## src/rtl/armv8_pkg.sv

```systemverilog
// Shared front-end types: datapath widths, the NOP encoding and the fetch-entry payload.
package armv8_pkg;

  localparam int unsigned INSTR_W = 32;
  localparam int unsigned ADDR_W  = 64;

  localparam logic [INSTR_W-1:0] NOP = 32'hD503201F;

  typedef struct packed {
    logic [INSTR_W-1:0] instr;
    logic [ADDR_W-1:0]  pc;
    logic [ADDR_W-1:0]  pc_link;
  } fetch_entry_t;

endpackage

```

## src/rtl/fetch_queue_mem.sv

```systemverilog
// Fetch-queue storage: DEPTH entries, one synchronous write port, one asynchronous read port.
module fetch_queue_mem
  import armv8_pkg::*;
#(
  parameter int unsigned DEPTH = 4
) (
  input  logic                       clk_i,
  input  logic                       we_i,
  input  logic [$clog2(DEPTH)-1:0]   waddr_i,
  input  fetch_entry_t               wdata_i,
  input  logic [$clog2(DEPTH)-1:0]   raddr_i,
  output fetch_entry_t               rdata_o
);

  fetch_entry_t mem_q [DEPTH];

  // Contents are qualified by the queue's occupancy, so no reset is needed here.
  always_ff @(posedge clk_i) begin
    if (we_i) begin
      mem_q[waddr_i] <= wdata_i;
    end
  end

  assign rdata_o = mem_q[raddr_i];

endmodule

```

## src/rtl/if_id_fetch_queue.sv

```systemverilog
// IF/ID fetch queue: buffers fetched words for decode, back-pressures fetch via PCWrite,
// and drops wrong-path entries on a redirect.
module if_id_fetch_queue
  import armv8_pkg::*;
#(
  parameter int unsigned DEPTH = 4
) (
  input  logic                     clock,
  input  logic                     reset,
  input  logic [INSTR_W-1:0]       instruction_in,
  input  logic [ADDR_W-1:0]        PC_in,
  input  logic [ADDR_W-1:0]        PC_link_in,
  input  logic                     flush,
  output logic                     PCWrite,
  input  logic                     id_ready,
  output logic                     id_valid,
  output logic [INSTR_W-1:0]       instruction_out,
  output logic [ADDR_W-1:0]        PC_out,
  output logic [ADDR_W-1:0]        PC_link_out,
  output logic [$clog2(DEPTH):0]   count
);

  localparam int unsigned PTR_W = $clog2(DEPTH);
  localparam int unsigned CNT_W = PTR_W + 1;
  localparam logic [CNT_W-1:0] FULL_CNT = CNT_W'(DEPTH);

  logic [PTR_W-1:0] rd_ptr_q, rd_ptr_d;
  logic [PTR_W-1:0] wr_ptr_q, wr_ptr_d;
  logic [CNT_W-1:0] count_q, count_d;
  logic             push, pop;
  fetch_entry_t     wr_entry, head_entry;

  // Back-pressure and handshakes depend only on occupancy and flush, never on id_ready for PCWrite.
  assign PCWrite  = flush | (count_q != FULL_CNT);
  assign id_valid = (count_q != '0);
  assign push     = PCWrite & ~flush;
  assign pop      = id_valid & id_ready & ~flush;

  always_comb begin
    rd_ptr_d = rd_ptr_q;
    wr_ptr_d = wr_ptr_q;
    count_d  = count_q;
    if (flush) begin
      rd_ptr_d = '0;
      wr_ptr_d = '0;
      count_d  = '0;
    end else begin
      if (push) wr_ptr_d = wr_ptr_q + PTR_W'(1);
      if (pop)  rd_ptr_d = rd_ptr_q + PTR_W'(1);
      count_d = count_q + CNT_W'(push) - CNT_W'(pop);
    end
  end

  always_ff @(posedge clock or negedge reset) begin
    if (!reset) begin
      rd_ptr_q <= '0;
      wr_ptr_q <= '0;
      count_q  <= '0;
    end else begin
      rd_ptr_q <= rd_ptr_d;
      wr_ptr_q <= wr_ptr_d;
      count_q  <= count_d;
    end
  end

  assign wr_entry = '{instr: instruction_in, pc: PC_in, pc_link: PC_link_in};

  fetch_queue_mem #(.DEPTH(DEPTH)) u_mem (
    .clk_i   (clock),
    .we_i    (push),
    .waddr_i (wr_ptr_q),
    .wdata_i (wr_entry),
    .raddr_i (rd_ptr_q),
    .rdata_o (head_entry)
  );

  // An empty queue presents a bubble so decode never sees stale storage.
  assign instruction_out = id_valid ? head_entry.instr   : NOP;
  assign PC_out          = id_valid ? head_entry.pc      : '0;
  assign PC_link_out     = id_valid ? head_entry.pc_link : '0;
  assign count           = count_q;

endmodule

```

## config.mk

```make
export PLATFORM = sky130hd
export DESIGN_NAME = if_id_fetch_queue
export DESIGN_NICKNAME = d
export VERILOG_FILES = /design/src/rtl/armv8_pkg.sv /design/src/rtl/fetch_queue_mem.sv /design/src/rtl/if_id_fetch_queue.sv
export SDC_FILE = /design/constraint.sdc
export NUM_CORES = 1
export LEC_CHECK = 0
export CORE_MARGIN = 4
export CORE_UTILIZATION = 55
export DETAILED_ROUTE_END_ITERATION = 7
export PLACE_DENSITY_LB_ADDON = 0.05
export SYNTH_ARGS = -nofsm -noshare
export SYNTH_HDL_FRONTEND = slang
export SYNTH_HIERARCHICAL = 1
export SYNTH_SLANG_ARGS = --single-unit
```

## constraint.sdc

```tcl
create_clock -name clock -period 24 [get_ports clock]
set_input_delay 3.6 -clock clock [delete_from_list [all_inputs] [get_ports clock]]
set_output_delay 3.6 -clock clock [all_outputs]
set_load 0.02 [all_outputs]
```

======== Word-level counts from Yosys, hierarchy flattened ========
Memory sizes are Yosys's and may differ from the RTL's.
Cells that the tools add are included.
cells by class
  multiply operators ...................... 0
  bitwise gates (word level) .............. 5
  reductions and logical operators ........ 3
  shifts and indexed selects .............. 0
  divide/modulo/power cells ............... 0
  magnitude comparators ................... 0
  add/sub/neg operators ................... 4
  mux-type cells .......................... 10
  eq/ne operators ......................... 1
operators by type and width
  kind                 count
  $mux 64              2
  $mux 32              1
  $mux 2               4
  $add 2x1->2 const B  2
  $reduce_bool 2->1    2
  $add 3x1->3          1
  $and 1x1->1          3
  $mux 3               1
  $ne 3x3->1 const B   1
  $reduce_bool 3->1    1
  $sub 3x1->3          1
  $mux 1               2
  $not 1->1            1
  $or 1x1->1           1
word-level totals
  output and inout bits ................... 165
  bits of input ports ..................... 164
  RAM bits ................................ 640
  memories ................................ 1
  ROM bits ................................ 0
  bits in latches ......................... 0
  register bits ........................... 7
  logic and storage cells ................. 27
memory list
  memory       depth  width  read ports  clocked after memory_dff  write ports  line                   text
  u_mem.mem_q  4      160    1           0                         1            fetch_queue_mem.sv:15  fetch_entry_t mem_q [DEPTH];

======== Logic depth before layout (Yosys ltp) ========
  word-level depth ........................ 6
  gate-level depth with buffers ........... 10
  mapped depth without buffers ............ 10

======== Hierarchy ========
The synthesis kept the hierarchy.
modules (own cells, without submodules)
  module             times used  seq. area each (um^2)  area each (um^2)  cells each
  fetch_queue_mem    1           19218.4                23094.6           840
  if_id_fetch_queue  1           175.2                  1512.7            214

======== Worst setup path after synthesis ========
No wires, ideal clock.
  path kind ............................... input to register
  from .................................... input port flush
  to ...................................... memory u_mem/mem_q[0][0] in the netlist's numbering (enable)
  path slack .............................. 7.504 ns
  stages .................................. 3
  data arrival time ....................... 15.588 ns
  path buffers ............................ 1
  library setup time ...................... 0.908 ns
  data required time ...................... 23.092 ns
  cells stage by stage .................... clkbuf_1 > nor2_1 > nor3b_1
on the way
  word-level cells in the longest chain between the ends .. 4
  elaborated cells on any way between the ends .. 5
  classes of those cells .................. mux (2); bitwise (3)
RTL lines
  what                                     line                                              text
  start, declared                          if_id_fetch_queue.sv:13                           input logic flush,
  $or 1x1->1 or $not 1->1 (tied branches)  if_id_fetch_queue.sv:34, if_id_fetch_queue.sv:36
  $and 1x1->1 (*)                          if_id_fetch_queue.sv:36                           assign push = PCWrite & ~flush;
  net push                                 if_id_fetch_queue.sv:30                           logic push, pop;
  $mux 1 (*)                               fetch_queue_mem.sv:19                             if (we_i) begin
  $mux 1 (implied by the code) (*)         fetch_queue_mem.sv:20                             mem_q[waddr_i] <= wdata_i;
  end, declared                            fetch_queue_mem.sv:15
The timed path passes the listed nets; every way through them passes the cells marked *.

======== Worst setup path after layout ========
  from .................................... input port flush
  to ...................................... output port PCWrite
on the way
  word-level cells in the longest chain between the ends .. 1
RTL lines
  what           line                     text
  $or 1x1->1     if_id_fetch_queue.sv:34  assign PCWrite = flush | (count_q != FULL_CNT);
  end, declared  if_id_fetch_queue.sv:14  output logic PCWrite,
No other way between the ends.

==> summary.md <==
| Metric | Value |
|---|---|
| Layout cell share with drive strength beyond 1 | a little under a fifth |
| CTS Hold Bufs | 0 |
| Gr usage total | roughly 21% |
| Leak | 9.70 nW |
| Peak VDD IR | ~0.077 mV |
| Area grow syn2layout | 24.1% |
| Die area | roughly 48000 um2 |
| Number of global-route vias before repair | ~12000 |
| CTS buffer count | 67 |
| Pin count of the biggest net entering global routing | 90 |
| Count leader, synth | edfxtp_1 |
| Async S/R FF share, synth | approximately 1.1% |
| DRT iter0 DRCs | between 700 and 800 |
| Status | complete, no violations |
| I/O pin count | between 300 and 400 |
| CTS Buffer Depth | 3 |
| PD cells | around 120 nW/um2 |
| Worst-Margin Slew | roughly 1.0 ns |
| Syn nets | 1221 |
| Final Setup Violations | 0 |
| Die Wd | 220 um |
| Crit Path Class | in2out |
| WP data required | slightly above 20 ns |
| Postcts setup bufs | 0 |
| Area leader, netlist | edfxtp_1 |
| GR Overflow Total | 0 |
| Min cycle time layout | around 8.6 ns |
| DR vias | about 11000 |
| Register clock-pin slew on the reported worst setup and hold paths | approximately 0.06 ns |
| TritonRoute pass-1 iters | 5 |
| Area contributors post-synth | edfxtp_1 78%, mux4_2 15%, and2_1 3.7% |
| Final Max Tran Viols | 0 |
| Pre-CTS setup slack | roughly 15 ns |
| Layout Nets | between 1500 and 2000 |
| Synth top cells by count | 640 x edfxtp_1, 160 x mux4_2, 147 x and2_1 |
| Synth cell types | 23 |
| Final Hold Viols | 0 |
| H-tree levels | 3 |
| Root Driver | clkbuf_16 |
| CTS tree | yes |
| Dpl hpwl | between 20000 and 30000 um |
| Die height | ~220 um |
| Critical Path End Type | primary output |
| GP Congestion | between 0.7 and 0.8 |
| Max_slew headroom | ~30% |
| Cells after synthesis | about 1100 |
| Final worst slack | about 15 ns |
| Worst-skew pair later-pin latency | between 0.5 and 0.6 ns |
| First-pass GRT wire length | 73300 um |
| Seq/Total Area, Yosys | 78.8% |
| Warnings, synthesis | 6 |
| Total negative slack | 0 ns |
| # resized after CTS | 0 |
| Share of the synthesized area in the top cell type | between 70% and 80% |
| Number of antenna violations at the first check in global routing | 12 |
| Ys flop type | edfxtp_1 |
| Vias per cell | 5.55 |
| Drt drc | 0 |
| Post-DR wirelength/cell | 23.9 um |
| RSZ-0062 raised after global routing | no |
| #FFs+latches synth | about 650 |
| Antenna Nets Post-Route | 0 |
| Syn_area_per_cell | about 23 um2 |
| Max Clock Skew | roughly 0.017 ns |
| Routed WL | between 40000 and 50000 um |
| Row count | between 70 and 80 |
| CP Max Fanout | 10 |
| Final Cycle Share | between 30% and 40% |
| Starting Density | a little under three fifths |
| Max Freq | about 120 MHz |
| Clock tree sinks | roughly 650 |
| CP arrival | about 5.0 ns |
| Synth Cell Area | 24600 um2 |
| Startpoint types | primary input |
| EDFF count, synth | 640 |
| Path type of the worst min-delay path | reg2reg |
| Port bufs | between 300 and 400 |
| Max-Cap Viols | 0 |
| Core footprint | between 40000 and 50000 um2 |
registers in the layout, summed over array words and instances (netlist names):
register / cells
wr_ptr_q: 2
rd_ptr_q: 2
count: 3
u_mem/mem_q: 640
worst max-delay path: stages:
cell and delay [ns]:
clkdlybuf4s50_1 0.65, nand2b_1 0.15, clkdlybuf4s50_1 0.60
routing by layer:
metal / vias to the layer above / wire (um) / global-route usage (%)
met5: - / 122 / 0
met4: 20 / 1100 / 6.49
met3: 83 / 3730 / 6.51
met2: 315 / 24600 / 33.1
met1: 5948 / 19600 / 27.2
li1: 5048 / - / -
cell usage in the layout, fill, tap and decap left out:
cell type        netlist  layout
dfrtp_1                7       5
ha_1                   2       2
bufinv_16              0       5
buf_12                 0       1
clkinv_2               0       9
clkdlybuf4s50_1        0     328
o311ai_0               1       1
or3_1                  2       1
a21oi_1                1       1
clkbuf_16              0      71
and3_4                 0       1
dfrtp_4                0       2
mux4_2               160     160
clkinv_1               0      11
clkbuf_8               0       3
or3_4                  0       1
o21ai_0                1       1
nor3b_2                0       1
o31ai_1                1       1
and2_1               147     147
nor2_1                 7       7
buf_4                  0      15
nor3b_1                2       1
nand2b_1              14      14
diode_2                0       1
and3b_4                0       2
xnor2_1                2       2
xor2_1                 3       3
inv_1                  4       4
fa_1                   1       1
clkbuf_1              14      19
inv_6                  0       1
edfxtp_1             640     640
nor2b_1                1       1
through the flow:
stage / instances / area (um2) / utilization (%) / hold slack (ns) / total power (W)
4_1_cts: 2054 / 30500 / 69.1 / 0.655 / 0.00383
3_5_place_dp: 1935 / 28400 / 64.2 / 0.644 / 0.00282
6_report: 2055 / 30500 / 69.1 / 0.650 / 0.00377
2_1_floorplan: 1054 / 24600 / - / 0.499 / 0.00232
3_3_place_gp: 1935 / 28400 / 64.2 / 0.608 / 0.00282
5_1_grt: 2055 / 30500 / 69.1 / 0.698 / 0.00395
report_power, final:
part	leakage (nW)	switching [W]	internal, W
combinational	2.70	0.000677	0.000619
clock	1.05	0.000398	0.000603
sequential	5.95	0.0000529	0.00142
total	9.70	0.00113	0.00264
cells by family (layout without fill, tap and decap cells):
group / count (synthesis) / in the layout / synth area share [%]
buffers and inverters: 59 / 467 / 1.64
AO/OA/AOI/OAI: 4 / 4 / 0.107
other: 0 / 1 / 0
flip-flops: 647 / 647 / 78.8
AND/OR/NAND/NOR: 176 / 176 / 4.43
XOR/XNOR: 5 / 5 / 0.178
adder cells (fa/ha/maj): 3 / 3 / 0.183
multiplexers: 160 / 160 / 14.6
final timing paths:
check,startpoint,to,slack [ns],depth (start not counted)
setup / recovery,flush,PCWrite,15.39,3
hold / removal,wr_ptr_q[1],wr_ptr_q[1],0.65,2
setup reg to reg,count[2],u_mem/mem_q[0][75],20.66,5
hold reg to reg,wr_ptr_q[1],wr_ptr_q[1],0.65,2
max in group asynchronous,reset,rd_ptr_q[1],20.44,1
min in group asynchronous,reset,count[0],3.29,1
area by class of cell:
class,count,area [um2]
clock inverter,26,245
sequential,647,19400
fill,2756,13700
timing repair buffer,344,3420
clock buffer,93,1890
tap,592,741
inverter,4,15.0
multi-input combinational,348,4830
antenna,1,2.50
Note: power is estimated with default switching activity, not from simulation.
